`src/rtl/lsu_if.sv`:
```
// Request/response bus between a CPU pipeline and the load/store unit.
// The CPU side is the master; the load/store unit is the slave.
interface lsu_if;
  logic        req_valid;
  logic        req_ready;
  logic        req_we;
  logic [31:0] req_addr;
  logic [2:0]  req_funct3;
  logic [31:0] req_wdata;
  logic        rsp_valid;
  logic [31:0] rsp_rdata;
  logic        rsp_err;

  modport master (
    output req_valid, req_we, req_addr, req_funct3, req_wdata,
    input  req_ready, rsp_valid, rsp_rdata, rsp_err
  );

  modport slave (
    input  req_valid, req_we, req_addr, req_funct3, req_wdata,
    output req_ready, rsp_valid, rsp_rdata, rsp_err
  );
endinterface

```
`src/rtl/load_store_unit.sv`:
```
// RISC-V style load/store unit in front of a word-wide internal data array.
// One request is handled at a time: IDLE accepts, READ fetches the word,
// WRITE stores (full word or read-modify-write of byte/half lanes), and
// RESP emits a single-cycle completion pulse.
module load_store_unit #(
  parameter int DEPTH_WORDS = 64
) (
  input  logic clk,
  input  logic rst_n,
  lsu_if.slave bus
);

  localparam int          AW         = $clog2(DEPTH_WORDS);
  localparam logic [31:0] ADDR_LIMIT = 32'(DEPTH_WORDS * 4);

  typedef enum logic [1:0] {IDLE, READ, WRITE, RESP} state_t;

  state_t          state_reg, state_next;
  logic            we_reg;
  logic [AW+1:0]   addr_reg;
  logic [2:0]      funct3_reg;
  logic [31:0]     wdata_reg;
  logic            err_reg;

  // Data array has no reset: it relies on power-up zero contents and must
  // survive rst_n so that stored data outlives an aborted request.
  logic [31:0]     mem [DEPTH_WORDS];
  logic [31:0]     rd_word_reg;
  logic [31:0]     merged_word;
  logic [31:0]     shifted_word;
  logic [31:0]     load_data;
  logic            accept;
  logic            req_err;

  assign accept = bus.req_valid && (state_reg == IDLE);

  // Classify the incoming request as rejected (range, alignment, funct3).
  always_comb begin
    req_err = 1'b0;
    if (bus.req_addr >= ADDR_LIMIT) req_err = 1'b1;
    if (bus.req_we) begin
      if (bus.req_funct3 >= 3'b011) req_err = 1'b1;
    end else if (bus.req_funct3 == 3'b011 || bus.req_funct3 == 3'b110 ||
                 bus.req_funct3 == 3'b111) begin
      req_err = 1'b1;
    end
    if (bus.req_funct3[1:0] == 2'b01 && bus.req_addr[0])          req_err = 1'b1;
    if (bus.req_funct3[1:0] == 2'b10 && bus.req_addr[1:0] != 2'b00) req_err = 1'b1;
  end

  // State register; reset drops straight back to IDLE, aborting any request.
  always_ff @(posedge clk or negedge rst_n) begin
    if (!rst_n) state_reg <= IDLE;
    else        state_reg <= state_next;
  end

  // Next-state decode.
  always_comb begin
    state_next = state_reg;
    case (state_reg)
      IDLE: begin
        if (accept) begin
          if (req_err)                                    state_next = RESP;
          else if (bus.req_we && bus.req_funct3 == 3'b010) state_next = WRITE;
          else                                            state_next = READ;
        end
      end
      READ:    state_next = we_reg ? WRITE : RESP;
      WRITE:   state_next = RESP;
      RESP:    state_next = IDLE;
      default: state_next = IDLE;
    endcase
  end

  // Capture the request at accept so later input changes are ignored.
  always_ff @(posedge clk or negedge rst_n) begin
    if (!rst_n) begin
      we_reg     <= 1'b0;
      addr_reg   <= '0;
      funct3_reg <= 3'b000;
      wdata_reg  <= 32'h0;
      err_reg    <= 1'b0;
    end else if (accept) begin
      we_reg     <= bus.req_we;
      addr_reg   <= bus.req_addr[AW+1:0];
      funct3_reg <= bus.req_funct3;
      wdata_reg  <= bus.req_wdata;
      err_reg    <= req_err;
    end
  end

  // Registered array read, used by loads and by sub-word stores.
  always_ff @(posedge clk) begin
    if (state_reg == READ) rd_word_reg <= mem[addr_reg[AW+1:2]];
  end

  // Array write. Only reachable from WRITE, which the async reset vacates,
  // so an aborted or errored request never touches the array.
  always_ff @(posedge clk) begin
    if (state_reg == WRITE) mem[addr_reg[AW+1:2]] <= merged_word;
  end

  // Per-byte-lane merge of store data into the fetched word.
  for (genvar gi = 0; gi < 4; gi++) begin : g_lane
    localparam logic [1:0] LANE = 2'(gi);
    logic       lane_en;
    logic [7:0] lane_src;

    // Select whether this lane is overwritten and from which store byte.
    always_comb begin
      lane_en  = 1'b0;
      lane_src = wdata_reg[7:0];
      case (funct3_reg[1:0])
        2'b10: begin
          lane_en  = 1'b1;
          lane_src = wdata_reg[8*gi +: 8];
        end
        2'b01: begin
          lane_en  = (addr_reg[1] == LANE[1]);
          lane_src = wdata_reg[8*(gi%2) +: 8];
        end
        default: lane_en = (addr_reg[1:0] == LANE);
      endcase
    end

    assign merged_word[8*gi +: 8] = lane_en ? lane_src : rd_word_reg[8*gi +: 8];
  end

  assign shifted_word = rd_word_reg >> {addr_reg[1:0], 3'b000};

  // Extract and extend the addressed byte/half, or pass the full word.
  always_comb begin
    load_data = shifted_word;
    case (funct3_reg)
      3'b000:  load_data = {{24{shifted_word[7]}},  shifted_word[7:0]};
      3'b001:  load_data = {{16{shifted_word[15]}}, shifted_word[15:0]};
      3'b100:  load_data = {24'h0, shifted_word[7:0]};
      3'b101:  load_data = {16'h0, shifted_word[15:0]};
      default: load_data = shifted_word;
    endcase
  end

  assign bus.req_ready = (state_reg == IDLE);
  assign bus.rsp_valid = (state_reg == RESP);
  assign bus.rsp_err   = (state_reg == RESP) && err_reg;
  assign bus.rsp_rdata = ((state_reg == RESP) && !err_reg && !we_reg) ? load_data : 32'h0;

endmodule

```
`src/flat_wrapper.sv`:
```
// flat-port wrapper written by rule: the top's interface ports become plain ports
module load_store_unit_flat 
#(
  parameter int DEPTH_WORDS = 64
)
  (clk, rst_n, bus_req_valid, bus_req_we, bus_req_addr, bus_req_funct3, bus_req_wdata, bus_req_ready, bus_rsp_valid, bus_rsp_rdata, bus_rsp_err);
  lsu_if bus_i ();
  input  logic clk;
  input  logic rst_n;
  input wire logic [$bits(bus_i.req_valid)-1:0] bus_req_valid;
  input wire logic [$bits(bus_i.req_we)-1:0] bus_req_we;
  input wire logic [$bits(bus_i.req_addr)-1:0] bus_req_addr;
  input wire logic [$bits(bus_i.req_funct3)-1:0] bus_req_funct3;
  input wire logic [$bits(bus_i.req_wdata)-1:0] bus_req_wdata;
  output wire logic [$bits(bus_i.req_ready)-1:0] bus_req_ready;
  output wire logic [$bits(bus_i.rsp_valid)-1:0] bus_rsp_valid;
  output wire logic [$bits(bus_i.rsp_rdata)-1:0] bus_rsp_rdata;
  output wire logic [$bits(bus_i.rsp_err)-1:0] bus_rsp_err;
  assign bus_i.req_valid = bus_req_valid;
  assign bus_i.req_we = bus_req_we;
  assign bus_i.req_addr = bus_req_addr;
  assign bus_i.req_funct3 = bus_req_funct3;
  assign bus_i.req_wdata = bus_req_wdata;
  assign bus_req_ready = bus_i.req_ready;
  assign bus_rsp_valid = bus_i.rsp_valid;
  assign bus_rsp_rdata = bus_i.rsp_rdata;
  assign bus_rsp_err = bus_i.rsp_err;
  load_store_unit #(.DEPTH_WORDS(DEPTH_WORDS)) u_core (.clk(clk), .rst_n(rst_n), .bus(bus_i));
endmodule
```
`config.mk`:
```
export PLATFORM = sky130hd
export DESIGN_NAME = load_store_unit_flat
export DESIGN_NICKNAME = d
export VERILOG_FILES = /design/src/rtl/lsu_if.sv /design/src/rtl/load_store_unit.sv /design/src/flat_wrapper.sv
export SDC_FILE = /design/constraint.sdc
export NUM_CORES = 2
export LEC_CHECK = 0
export BUFFER_PORTS_ARGS = -buffer_cell sky130_fd_sc_hd__buf_2
export CAP_MARGIN = 0
export CORE_ASPECT_RATIO = 2
export CORE_MARGIN = 2
export CORE_UTILIZATION = 40
export CTS_CLUSTER_SIZE = 30
export DETAILED_ROUTE_END_ITERATION = 6
export GPL_ROUTABILITY_DRIVEN = 0
export PLACE_DENSITY = 0.57
export SLEW_MARGIN = 20
export SYNTH_ARGS = -nofsm -noshare
export SYNTH_HDL_FRONTEND = slang
export SYNTH_SLANG_ARGS = --single-unit
```
`constraint.sdc`:
```
create_clock -name clk -period 5.95 [get_ports clk]
set_input_delay 0.2975 -clock clk [delete_from_list [all_inputs] [get_ports clk]]
set_output_delay 0.2975 -clock clk [all_outputs]
set_load 0.02 [all_outputs]
```
==> Yosys cells after proc, flatten, opt, wreduce, memory -nomap -nowiden <==
Memories as Yosys holds them, arrays and structs flattened. A register that Yosys moved wholly into a read port is not among the register bits.
Cells that the tools add are included.
{ "word_totals": {"memories": 1, "out_inout_bits": 35, "mem_bits_rw": 2048, "input_bits": 71, "ff_bits": 47, "word_cells": 71} }
{ "mem_list": {"columns": ["memory", "depth", "word_bits", "read_ports", "rd_clocked_by_memory_dff", "write_ports", "line_no", "source"], "rows": [
  ["u_core.mem", 64, 32, 1, 1, 1, "load_store_unit.sv:27", "logic [31:0] mem [DEPTH_WORDS];"]
]} }
{ "classes": {"mux": 26, "magnitude_cmp": 2, "bitwise_logic": 1, "reduce_logical": 16, "eq_ne": 18, "n_shift": 1} }
{ "op_table": {"columns": ["cell", "count"], "rows": [
  ["32-bit one-hot mux with 4 select lines", 1],
  ["8-bit two-way mux", 6],
  ["32-bit by 9-bit greater-or-equal comparator with 1-bit output (second input constant)", 1],
  ["32-bit two-way mux", 1],
  ["32-bit by 5-bit >> shifter with 32-bit output", 1],
  ["8-bit one-hot mux with 2 select lines", 1],
  ["2-bit == test (second input constant)", 6],
  ["3-bit == test (second input constant)", 4],
  ["1-bit two-way mux", 9],
  ["2-bit by 1-bit == test with 1-bit output (second input constant)", 4],
  ["1-bit one-hot mux with 2 select lines", 4],
  ["2-bit one-hot mux with 4 select lines", 1],
  ["1-bit logical AND", 7],
  ["3-bit by 2-bit == test with 1-bit output (second input constant)", 2],
  ["2-bit two-way mux", 3],
  ["2-bit logical NOT", 2],
  ["3-bit by 1-bit == test with 1-bit output (second input constant)", 1],
  ["3-bit by 2-bit greater-or-equal comparator with 1-bit output (second input constant)", 1],
  ["3-bit logical NOT", 1],
  ["1-bit logical NOT", 2],
  ["1-bit logical OR", 2],
  ["2-bit by 1-bit != test with 1-bit output (second input constant)", 1],
  ["2-bit nonzero test", 1],
  ["2-bit OR reduction", 1],
  ["1-bit NOT", 1]
]} }

==> Depth between registers and ports, before layout <==
{ "depth": {"word_depth": 10, "ltp_mapped": 9, "depth_no_buf": 7} }

==> Worst setup path before layout <==
No wires, ideal clock.
{ "synth_path": {"kind": "register to register", "start": "register u_core.funct3_reg[0]", "end": "memory u_core.mem[0][29] (data pin)", "required_ps": 5248, "setup_time_ps": 702, "synth_period_minus_slack_ps": 4740, "path_slack_ps": 1210, "t_arrival_ps": 4039, "path_stages_with_launch": 9, "path_buffers": 2, "path_cell_list": "dfrtp_1 inv_1 ha_1 clkbuf_1 buf_1 a22oi_1 nand2_1 o21ai_0 o21ai_0"} }
{ "synth_between": {"elab_chain_len": 3} }
{ "synth_rtl": {"columns": ["item", "line_no", "source"], "rows": [
  ["start, declared", "load_store_unit.sv:21", "logic [2:0] funct3_reg;"],
  ["start signal, assigned", "load_store_unit.sv:86", "funct3_reg <= bus.req_funct3;"],
  ["2-bit by 1-bit == test with 1-bit output or 2-bit == test (tied branches)", "load_store_unit.sv:113", "case (funct3_reg[1:0])"],
  ["8-bit one-hot mux with 2 select lines or 1-bit one-hot mux with 2 select lines (tied branches)", "load_store_unit.sv:113", null],
  ["8-bit two-way mux (*)", "load_store_unit.sv:126", "assign merged_word[8*gi +: 8] = lane_en ? lane_src : rd_word_reg[8*gi +: 8];"],
  ["named net u_core.merged_word[29]", "load_store_unit.sv:29", "logic [31:0] merged_word;"],
  ["end, declared", "load_store_unit.sv:27", null]
]} }
Mark *: on every way through the listed nets, which the timed path passes. The rest lies on a longest branch.

==> Worst setup path in the final report <==
{ "layout_path": {"start": "register u_core.addr_reg[4]", "end": "memory u_core.mem[21][13] (enable)"} }
{ "layout_lines": {"columns": ["item", "line_no", "source"], "rows": [
  ["start, declared", "load_store_unit.sv:20", "logic [AW+1:0] addr_reg;"],
  ["start signal, assigned", "load_store_unit.sv:85", "addr_reg <= bus.req_addr[AW+1:0];"]
]} }
Straight into the memory's write port.

==> qor.json <==
{
  "run_status": {
    "status": "completed"
  },
  "clock_network": {
    "cts_sinks": 2127,
    "worst_setup_hold_path_clk_slew_ps": 70,
    "holdBufCountCts": 49,
    "post_cts_resized": 0,
    "cts_made_buffers": 197,
    "htree_num_levels": 4,
    "cts.path.max_buffers": 4,
    "worst_skew_pair.late_latency_ps": 850,
    "tritoncts": "built",
    "clock_tree.root_cell": "sky130_fd_sc_hd__clkbuf_16",
    "post_cts.repair.setup_buffers": 0
  },
  "synth": {
    "seq_area_frac_synth_pct": 77.69,
    "synthesis.area_per_instance_um2": 22.28,
    "asyncSetResetFlopFracSynth_pct": 2.210,
    "synthDistinctLibCells": 53,
    "synthesis.nets": 3754,
    "synth-edff-count": 2080,
    "yosys_register_bits": 2127,
    "synth_top_flop_cell": "sky130_fd_sc_hd__edfxtp_1",
    "netlist_instances": 3676,
    "synth-warning-count": 0,
    "synth_area_um2": 81910
  },
  "worst_hold_path": {
    "worst_hold_path_type": "input pin to flip-flop",
    "worstHoldPathCells": 5
  },
  "sta": {
    "worst-slew-pin-transition_ps": 1217,
    "grt_setup_unrepaired": "no",
    "skew_ps": 46.56,
    "timing_hold_violations_final": 0,
    "period_share_pct": 75.58,
    "totalNegativeSetupSlack_ps": 0,
    "worst_slew_margin_rel_pct": 18.66,
    "period_needed_ps": 4497,
    "drv_slew": 0,
    "achievable-frequency_mhz": 222.4,
    "setup_viol": 0
  },
  "run": {
    "maxCapViolCount": 0
  },
  "drt": {
    "drt_drc_violations_left": 0,
    "drt-initial-drc-count": 4778,
    "drt.antenna.violating_nets": 0,
    "drtPass1Iterations": 7,
    "vias_per_cell": 5.897,
    "wire_per_inst_um": 33.62,
    "route.vias.total": 40610,
    "wl_um": 231500
  },
  "global_route": {
    "grt_pass1_vias": 40790,
    "global_route.overflow_total": 0,
    "grt_start_max_net_pins": 98,
    "grt_first_pass_wirelength_um": 322000,
    "total_routing_resource_utilization_after_global_routing_pct": 22.12,
    "antenna_violations_before_repair": 9
  },
  "finish": {
    "n_fill_cell": 16830,
    "mostFrequentLayoutCell": "sky130_fd_sc_hd__edfxtp_1",
    "final_cell_area_um2": 93970,
    "instances_no_fill": 6887,
    "final_core_utilization_pct": 46.05,
    "final_layout_size_suffix_gt1_share_pct": 29.88,
    "final_net_count": 4086,
    "largest_register_ff_count": 2048,
    "syn_to_final_growth_pct": 14.72,
    "most-common-layout-cells": "sky130_fd_sc_hd__edfxtp_1, sky130_fd_sc_hd__mux4_2, sky130_fd_sc_hd__clkbuf_16"
  },
  "place": {
    "placed_cells_incl_taps": 6484,
    "dp.final_hpwl_um": 139400,
    "i_o_buffers": 105,
    "post_dp_cell_area_um2": 87120
  },
  "pwr": {
    "vdd_drop_max_v": 0.0008858,
    "totalPowerFinal_uw": 55420,
    "pwr_density_nw_per_um2": 589.8,
    "power_leakage_uw": 0.02936
  },
  "critical_path": {
    "cp.arrival_ps": 5000,
    "critPathMaxFanout": 45,
    "critical_path.startpoint_type": "flip-flop",
    "end_kind": "flip-flop",
    "worst-setup-path-type": "flip-flop to flip-flop",
    "ff2ff_path_depth": 5,
    "crit_required_ps": 6460
  },
  "die": {
    "die_height_um": 644.0,
    "design.core.area_um2": 204100,
    "floorplan.die_area_um2": 208600,
    "floorplan.io_pins": 106,
    "fp-row-count": 235,
    "die_x_um": 324.0,
    "start_util_pct": 40.14
  }
}
-- cell families after synthesis --
logic type	synth area share, %
AO/OA/AOI/OAI	2.775
adder cells (fa/ha/maj)	0.1069
buffers and inverters	1.398
flip-flops	77.69
multiplexers	16.29
AND/OR/NAND/NOR	1.743
-- metal layers --
layer	routed length [um]	vias to the layer above	global-route usage, %
met5	46	-	0
met4	8754	6	7.840
met3	17900	335	3.374
met2	112700	1873	35.63
met1	92140	22130	30.64
li1	-	16270	-
-- critical path: stages (launching register included) --
cell,delay [ps]
sky130_fd_sc_hd__dfrtp_4,1110
sky130_fd_sc_hd__buf_4,450
sky130_fd_sc_hd__nor2b_1,230
sky130_fd_sc_hd__nand3_1,810
sky130_fd_sc_hd__nor2_4,1090
sky130_fd_sc_hd__buf_4,420
-- Yosys cell counts, types with 17 or more instances --
master | n | area, um^2
sky130_fd_sc_hd__nand2_1 | 62 | 232.7
sky130_fd_sc_hd__o21ai_0 | 34 | 170.2
sky130_fd_sc_hd__a22oi_1 | 160 | 1201
sky130_fd_sc_hd__a21oi_1 | 28 | 140.1
sky130_fd_sc_hd__dfrtp_1 | 47 | 1176
sky130_fd_sc_hd__buf_2 | 69 | 345.3
sky130_fd_sc_hd__buf_6 | 17 | 191.4
sky130_fd_sc_hd__nor2_1 | 132 | 495.5
sky130_fd_sc_hd__clkbuf_1 | 66 | 247.7
sky130_fd_sc_hd__o211ai_1 | 29 | 217.7
sky130_fd_sc_hd__edfxtp_1 | 2080 | 62460
sky130_fd_sc_hd__mux2i_1 | 125 | 1251
sky130_fd_sc_hd__buf_4 | 31 | 232.7
sky130_fd_sc_hd__buf_1 | 25 | 93.84
sky130_fd_sc_hd__o22ai_1 | 36 | 225.2
sky130_fd_sc_hd__mux2_2 | 64 | 720.7
sky130_fd_sc_hd__nand4_1 | 32 | 200.2
sky130_fd_sc_hd__nor3_1 | 19 | 95.09
sky130_fd_sc_hd__mux4_2 | 505 | 11370
-- where the power goes --
part	internal [uW]	switching, uW	total [uW]
registers	22800	844	23600
logic	5530	13600	19200
clock network	7210	5410	12600
total	35500	19900	55400
-- cell type report --
class,instances,area (um^2),share of cell area [%]
diodes,2,5.005,0.005326
clock buffers,242,5184,5.516
clock inverters,109,1135,1.208
inverters,9,33.78,0.03595
multi-input cells,1332,17960,19.11
flip-flops and latches,2127,63650,67.73
well taps,2725,3410,3.628
repair buffers,341,2597,2.764
-- metrics by stage --
stage	setup WS, ps	hold slack [ps]
3_5_place_dp	1438	493.0
2_1_floorplan	1210	1.909
5_1_grt	1348	111.2
3_3_place_gp	1480	483.1
6_report	1453	83.48
4_1_cts	1412	25.65
-- worst paths after layout --
check                                            startpoint                                to  slack, ps
max                          u_core.addr_reg[4]$_DFFE_PN0P_      u_core.mem[21][13]$_DFFE_PP_       1450
min                                        bus_req_addr[19]        u_core.err_reg$_DFFE_PN0P_         80
max reg2reg                  u_core.addr_reg[4]$_DFFE_PN0P_      u_core.mem[21][13]$_DFFE_PP_       1450
min reg2reg                u_core.wdata_reg[21]$_DFFE_PN0P_  u_core.wdata_reg[21]$_DFFE_PN0P_        510
max in group asynchronous                             rst_n    u_core.addr_reg[3]$_DFFE_PN0P_       5220
min in group asynchronous                             rst_n    u_core.addr_reg[7]$_DFFE_PN0P_        140
No activity file was read; power rests on OpenSTA's default activity.
